### config.mk
export PLATFORM = sky130hd
export DESIGN_NAME = ring_phase_monitor
export DESIGN_NICKNAME = d
export VERILOG_FILES = /design/src/rtl/ring_phase_monitor.sv
export SDC_FILE = /design/constraint.sdc
export NUM_CORES = 1
export LEC_CHECK = 0
export BUFFER_PORTS_ARGS = -buffer_cell sky130_fd_sc_hd__buf_2
export CAP_MARGIN = 10
export CORE_ASPECT_RATIO = 1.75
export CORE_MARGIN = 3
export CORE_UTILIZATION = 40
export CTS_BUF_LIST = sky130_fd_sc_hd__clkbuf_4
export CTS_CLUSTER_SIZE = 30
export DETAILED_ROUTE_END_ITERATION = 8
export GPL_ROUTABILITY_DRIVEN = 1
export SYNTH_ARGS = -nofsm -noshare
export SYNTH_HDL_FRONTEND = slang
export SYNTH_SLANG_ARGS = --single-unit
### constraint.sdc
create_clock -name clk -period 2.7 [get_ports clk]
set_clock_uncertainty 0.15 [all_clocks]
set_input_delay 0.54 -clock clk [delete_from_list [all_inputs] [get_ports clk]]
set_output_delay 0.54 -clock clk [all_outputs]
set_load 0.005 [all_outputs]
### src/rtl/ring_phase_monitor.sv
// Ring phase monitor: watches a one-hot ring counter's output.
// It checks that each sampled value is one-hot and that the hot bit moved by exactly one place.
// It also decodes the hot bit into a binary phase index.
// Finally it counts full revolutions and error pulses.
module ring_phase_monitor #(
  parameter int unsigned WIDTH      = 4,
  parameter int unsigned ALLOW_HOLD = 1,
  parameter int unsigned ERR_CNT_W  = 8,
  parameter int unsigned REV_CNT_W  = 16,
  localparam int unsigned PW        = $clog2(WIDTH)
) (
  input  logic                 clk,
  input  logic                 reset,
  input  logic                 en,
  input  logic [WIDTH-1:0]     ring_in,
  input  logic                 clear_err,
  output logic [PW-1:0]        phase_idx,
  output logic                 phase_valid,
  output logic                 locked,
  output logic                 onehot_err,
  output logic                 order_err,
  output logic                 err_sticky,
  output logic [ERR_CNT_W-1:0] err_count,
  output logic [REV_CNT_W-1:0] rev_count
);

  typedef enum logic [0:0] {StSeek, StTrack} state_e;

  state_e               state_q, state_d;
  logic [WIDTH-1:0]     prev_q, prev_d;
  logic [PW-1:0]        phase_idx_q, phase_idx_d;
  logic                 phase_valid_q, phase_valid_d;
  logic                 onehot_err_q, onehot_err_d;
  logic                 order_err_q, order_err_d;
  logic                 err_sticky_q, err_sticky_d;
  logic [ERR_CNT_W-1:0] err_count_q, err_count_d;
  logic [REV_CNT_W-1:0] rev_count_q, rev_count_d;

  logic             legal;
  logic             expected;
  logic [WIDTH-1:0] succ;
  logic [PW-1:0]    enc_idx;

  // Decode the sample: legality, binary position of the hot bit, and whether it follows prev.
  always_comb begin
    legal   = $onehot(ring_in);
    succ    = {prev_q[WIDTH-2:0], prev_q[WIDTH-1]};
    enc_idx = '0;
    for (int unsigned i = 0; i < WIDTH; i++) begin
      if (ring_in[i]) enc_idx = PW'(i);
    end
    expected = (ring_in == succ) || ((ALLOW_HOLD != 0) && (ring_in == prev_q));
  end

  // Next-state for the SEEK/TRACK FSM, decoded phase, error pulses and counters.
  always_comb begin
    state_d       = state_q;
    prev_d        = prev_q;
    phase_idx_d   = phase_idx_q;
    phase_valid_d = phase_valid_q;
    onehot_err_d  = 1'b0;
    order_err_d   = 1'b0;
    err_sticky_d  = err_sticky_q;
    err_count_d   = err_count_q;
    rev_count_d   = rev_count_q;

    if (en) begin
      if (!legal) begin
        onehot_err_d  = 1'b1;
        phase_valid_d = 1'b0;
        state_d       = StSeek;
      end else begin
        phase_idx_d   = enc_idx;
        phase_valid_d = 1'b1;
        // An unexpected but legal sample resyncs prev instead of dropping lock.
        prev_d        = ring_in;
        state_d       = StTrack;
        if (state_q == StTrack) begin
          order_err_d = !expected;
          if (prev_q[WIDTH-1] && ring_in[0]) rev_count_d = rev_count_q + REV_CNT_W'(1);
        end
      end
    end

    if (clear_err) begin
      err_sticky_d = 1'b0;
      err_count_d  = '0;
    end
    // A same-cycle error beats clear_err: the count restarts at one.
    if (onehot_err_d || order_err_d) begin
      err_sticky_d = 1'b1;
      if (clear_err) begin
        err_count_d = ERR_CNT_W'(1);
      end else if (err_count_q != {ERR_CNT_W{1'b1}}) begin
        err_count_d = err_count_q + ERR_CNT_W'(1);
      end
    end
  end

  // State and output registers with asynchronous active-high reset.
  always_ff @(posedge clk or posedge reset) begin
    if (reset) begin
      state_q       <= StSeek;
      prev_q        <= '0;
      phase_idx_q   <= '0;
      phase_valid_q <= 1'b0;
      onehot_err_q  <= 1'b0;
      order_err_q   <= 1'b0;
      err_sticky_q  <= 1'b0;
      err_count_q   <= '0;
      rev_count_q   <= '0;
    end else begin
      state_q       <= state_d;
      prev_q        <= prev_d;
      phase_idx_q   <= phase_idx_d;
      phase_valid_q <= phase_valid_d;
      onehot_err_q  <= onehot_err_d;
      order_err_q   <= order_err_d;
      err_sticky_q  <= err_sticky_d;
      err_count_q   <= err_count_d;
      rev_count_q   <= rev_count_d;
    end
  end

  assign phase_idx   = phase_idx_q;
  assign phase_valid = phase_valid_q;
  assign locked      = (state_q == StTrack);
  assign onehot_err  = onehot_err_q;
  assign order_err   = order_err_q;
  assign err_sticky  = err_sticky_q;
  assign err_count   = err_count_q;
  assign rev_count   = rev_count_q;

endmodule

======== Yosys cells after proc, flatten, opt, wreduce, memory -nomap -nowiden ========
Cells that the tools add are included.
word-level totals
  bits in registers ....................... 34
  bits of input ports ..................... 8
  output and inout port bits .............. 31
  logic and storage cells ................. 39
operators by class
  $add $sub $neg .......................... 5
  equality and inequality tests ........... 4
  multiplexer cells ....................... 15
  reduce and logical (&&, ||, !) cells .... 7
operator list
  kind                                                                    count
  8-bit 2-to-1 mux                                                        4
  16-bit by 1-bit adder with 16-bit output (second input constant)        1
  1-bit 2-to-1 mux                                                        9
  8-bit by 1-bit adder with 8-bit output (second input constant)          1
  4-bit equality test                                                     2
  8-bit inequality test (second input constant)                           1
  1-bit by 1-bit adder with 2-bit output                                  2
  2-bit 2-to-1 mux                                                        2
  4-bit AND reduction                                                     1
  2-bit by 2-bit adder with 3-bit output                                  1
  3-bit by 1-bit equality test with 1-bit output (second input constant)  1
  1-bit logical OR                                                        2
  2-bit AND reduction                                                     1
  2-bit nonzero test                                                      1
  1-bit logical AND                                                       1
  1-bit logical NOT                                                       1

======== Logic depth before layout (Yosys ltp) ========
  depth in word-level cells ............... 8
  gate-level depth with buffers ........... 12
  depth with buffers taken out ............ 10

======== Worst setup path after synthesis ========
No wires, ideal clock.
  path kind ............................... input to register
  start ................................... in ring_in[0]
  end ..................................... reg err_count_q[3], in the netlist err_count[3]
  setup time .............................. 0.077 ns
  arrival time ............................ 3.012 ns
  required time ........................... 2.473 ns
  path slack .............................. -0.540 ns
  cell stages on the path ................. 11
  path buffers ............................ 1
  path through ............................ inv_1 > fa_1 > inv_1 > ha_1 > ha_1 > and4bb_1 > buf_6 > nand2_4 > o31a_1 > or4_1 > a21oi_1
between the ends
  cells in the longest elaborated chain, start to end .. 8
  elaborated cells between the ends (all ways) .. 14
  those cells by class .................... 2 x add/sub; 3 x eq/ne; 6 x mux; 3 x reduce/logical
RTL lines
  item                                                                                            RTL line  text
  start: declaration                                                                              15        input logic [WIDTH-1:0] ring_in,
  parallel branches: the longest is 6 deep, another holds 2-bit by 2-bit adder with 3-bit output  --
  1-bit logical OR *                                                                              90        if (onehot_err_d || order_err_d) begin
  8-bit 2-to-1 mux *                                                                              90
  net err_count_d[3]                                                                              36        logic [ERR_CNT_W-1:0] err_count_q, err_count_d;
  end signal: assignment                                                                          120       err_count_q <= err_count_d;
  end: declaration                                                                                36
Mark *: on every way through the listed nets, which the timed path passes.
A chain may end at the register's enable or synchronous reset.

======== Final worst setup path ========
  start ................................... in ring_in[1]
  end ..................................... reg rev_count_q[14], in the netlist rev_count[14]
between the ends
  cells in the longest elaborated chain, start to end .. 4
RTL lines
  item                                                          RTL line  text
  1-bit by 1-bit adder with 2-bit output (implied by the code)  46        legal = $onehot(ring_in);
  2-bit by 2-bit adder with 3-bit output (implied by the code)  46
  3-bit by 1-bit equality test with 1-bit output                46
  4-bit AND reduction (no line)                                 --
  end signal: assignment                                        121       rev_count_q <= rev_count_d;
  end: declaration                                              37        logic [REV_CNT_W-1:0] rev_count_q, rev_count_d;
Every way passes these cells.

==> summary.md <==
| Metric | Value |
|---|---|
| Status | `finished, violations left` |
| Violated checks | `negative setup slack` |
| Ports | `39` |
| Root Buffer | `clkbuf_4` |
| Antenna violations before repair | `0` |
| Worst-Margin Slew | `approximately 470 ps` |
| Syn_area_per_cell | `10.9 sq um` |
| DRC | `0` |
| Crit path launch type | `primary input` |
| Die W | `~56 um` |
| Clock Latency Late Sink | `330 ps` |
| Fin crit share | `105%` |
| Flops & latches, synth | `34` |
| Wire per inst | `14.4 um` |
| Detail Route Antenna Nets | `0` |
| R2r setup slk | `~450 ps` |
| Total power per unit cell area | `537 nW/um^2` |
| First-pass DRT Iterations | `4` |
| Final Hold Viols | `0` |
| Worst IR Drop VDD | `between 0.4 and 0.5 mV` |
| Nets | `238` |
| Worst r2r src | `rev_count[5]` |
| CTS HTree Levels | `2` |
| CTS buffer count | `5` |
| Hold WS | `between 100 and 150 ps` |
| Mapped Area | `about 1700 sq um` |
| Seq. cell area | `851 sq um` |
| Worst Hold Class | `in -> async` |
| Distinct cells, synth | `35` |
| Global-route usage over all layers | `roughly 17%` |
| Rows | `30` |
| Largest net degree at the start of global routing | `35` |
| Vias in the first global route | `between 1.5k and 2k` |
| Multi-input gate area | `approximately 900 sq um` |
| IO Port Bufs | `38` |
| FF-to-FF path depth | `5` |
| Most used DFF post-synth | `dfrtp_1` |
| Vias per cell | `between 5 and 6` |
| Share of post-route cells with drive strength above 1 | `~47%` |
| Starting Density | `between 40% and 50%` |
| CTS clk-pin slew, worst paths | `between 100 and 150 ps` |
| Yosys warns | `0` |
| Fillers | `between 300 and 400` |
| Congestion Overflow GR | `0` |
| Detail Placement HPWL | `between 2000 and 3000 um` |
| Ys async rst share | `between 90% and 100%` |
| First-pass GRT wire length | `approximately 7000 um` |
| R2r endpoint | `rev_count[14]` |
| Worst slew margin | `between 60% and 70%` |
| Die Height | `roughly 93 um` |
| Critical path type | `in -> reg` |
| Max-slew violation count | `0` |
| DR vias | `approximately 1.4k` |
| Cts-stage hold buffer count | `0` |
| Pleak | `approximately 0.0012 uW` |
| Worst EP required | `approximately 2800 ps` |
| Final Routed Wirelength | `3920 um` |
| RSZ-0062 raised after global routing | `yes` |
| Crit path max fanout | `3` |
| Drt first-iter violations | `13` |
| Total die area | `between 5000 and 6000 sq um` |
| Clk buf depth | `2` |
| Core Footprint | `between 4000 and 5000 sq um` |
| CP arrival | `about 2900 ps` |
| Synth Instances | `between 150 and 200` |
| Sequential area share after synthesis | `between 40% and 50%` |
| Final setup viols | `10` |
| Setup crit end kind | `flop` |
| Minimum clock period | `~2800 ps` |
| DP Worst Slack | `-662 ps` |
| Routability cong. | `~0.79` |
| Ant diodes | `0` |
| Final WS setup | `-147 ps` |
| Number of synthesized flops with an enable pin | `0` |
| Area Growth Syn to Fin | `37.7%` |
| Number of max-cap violations | `0` |
| Fmax | `0.351 GHz` |
| CTS tree | `done` |
| Clock sinks | `34` |
| Syn_nets | `around 170` |
[per-stage QoR]
| step | area, sq um | std cells | setup TNS [ps] | utilization, % | total power, uW |
|---|---|---|---|---|---|
| floorplan | 1760 | 158 | -5560 | - | 828 |
| global placement | 2090 | 257 | -10390 | 52.1 | 944 |
| detailed placement | 2090 | 257 | -11830 | 52.1 | 967 |
| CTS | 2280 | 271 | -705 | 56.7 | 1270 |
| global route | 2360 | 273 | -1640 | 58.8 | 1360 |
| finish | 2360 | 273 | -660 | 58.8 | 1270 |
[routing by layer]
layer	track usage, %	wire, um
met2	32.2	2280
met5	0	0
met3	4.32	154
met4	6.69	62
met1	16.5	1430
[final cells by class]
type	count	share of cell area, %
Clock inverter	2	0.371
Inverter	14	2.65
Clock buffer	6	1.91
Sequential cell	34	36.0
Timing Repair Buffer	64	17.8
Multi-Input combinational cell	105	38.7
Tap cell	48	2.54
[critical path, cell delays in order]
cell and delay [ps]:
buf_8 80, inv_4 30, fa_1 520, inv_1 40, ha_2 170, ha_4 210, and4bb_2 340, buf_6 110
and3_4 190, and3_4 180, or3b_4 380, xnor2_2 130
[state kept, by name, indices dropped and copies added, names as in the netlist]
name	flops
err_count	8
err_sticky	1
onehot_err	1
order_err	1
phase_idx	2
phase_valid	1
prev_q	4
rev_count	16
[cells in the final DEF, fill, tap and decap left out, types with 2 or more instances in the layout]
cell type and count:
and3_4 2, dfrtp_1 34, and3_1 4, nor2_1 6, clkbuf_4 6, and4_1 2
nand4_1 4, nand2_1 10, buf_2 36, nor3_1 3, a21oi_1 3, mux2_2 7
nor4_1 2, nand2_2 2, buf_6 6, xnor2_1 8, o31ai_2 2, o21ai_0 2
nor2_4 3, ha_1 3, xor2_1 11, nand3_1 4, inv_1 12, xnor2_2 3
a21oi_2 2, buf_4 21
[what timing repair did]
| item | CTS | global route |
|---|---|---|
| setup buffers | 6 | 3 |
| pin swaps | 14 | 7 |
| setup endpoints to repair | 20 | 18 |
| resized for setup | 23 | 15 |
[Yosys cell counts, drive strengths merged (2+ instances only)]
cell | instances | share of area (%)
a21oi | 5 | 1.5
and3 | 7 | 2.7
and4 | 2 | 1.0
buf | 3 | 1.5
dfrtp | 34 | 50
ha | 5 | 3.6
inv | 14 | 3.1
mux2 | 7 | 4.6
nand2 | 13 | 3.3
nand3 | 4 | 1.2
nand4 | 4 | 1.5
nor2 | 9 | 2.0
nor3 | 4 | 1.2
nor4 | 3 | 1.1
o21ai | 4 | 1.2
o31ai | 4 | 2.0
or4 | 2 | 0.88
xnor2 | 11 | 5.6
xor2 | 11 | 5.6
[report_power, final]
group / internal [uW] / total, uW / switching (uW)
Combinational: 189 / 335 / 146
Clock: 108 / 283 / 175
Sequential: 579 / 649 / 69.5
Total: 877 / 1270 / 391
[kinds of logic (layout without fill, tap and decap cells)]
group	count (synthesis)	after routing	synth area share [%]
buffers and inverters	19	86	5.54
DFF	34	34	49.6
and+or+nand+nor	51	51	16.3
xor gates and xnor gates	22	22	11.2
AOI/OAI and AO/OA	19	19	7.88
adders and majority gates	6	6	4.81
muxes	7	7	4.60
[worst max-delay path by stage]
stage / from / to / slack, ps / cells after the start
CTS: ring_in[1] / rev_count[14] / -130 / 12
finish: ring_in[1] / rev_count[14] / -150 / 12
floorplan: ring_in[3] / rev_count[14] / -450 / 12
global placement: ring_in[3] / err_count[3] / -580 / 11
global route: ring_in[1] / rev_count[14] / -200 / 12
detailed placement: ring_in[3] / err_count[3] / -660 / 11
(Power assumes the default switching activity.)
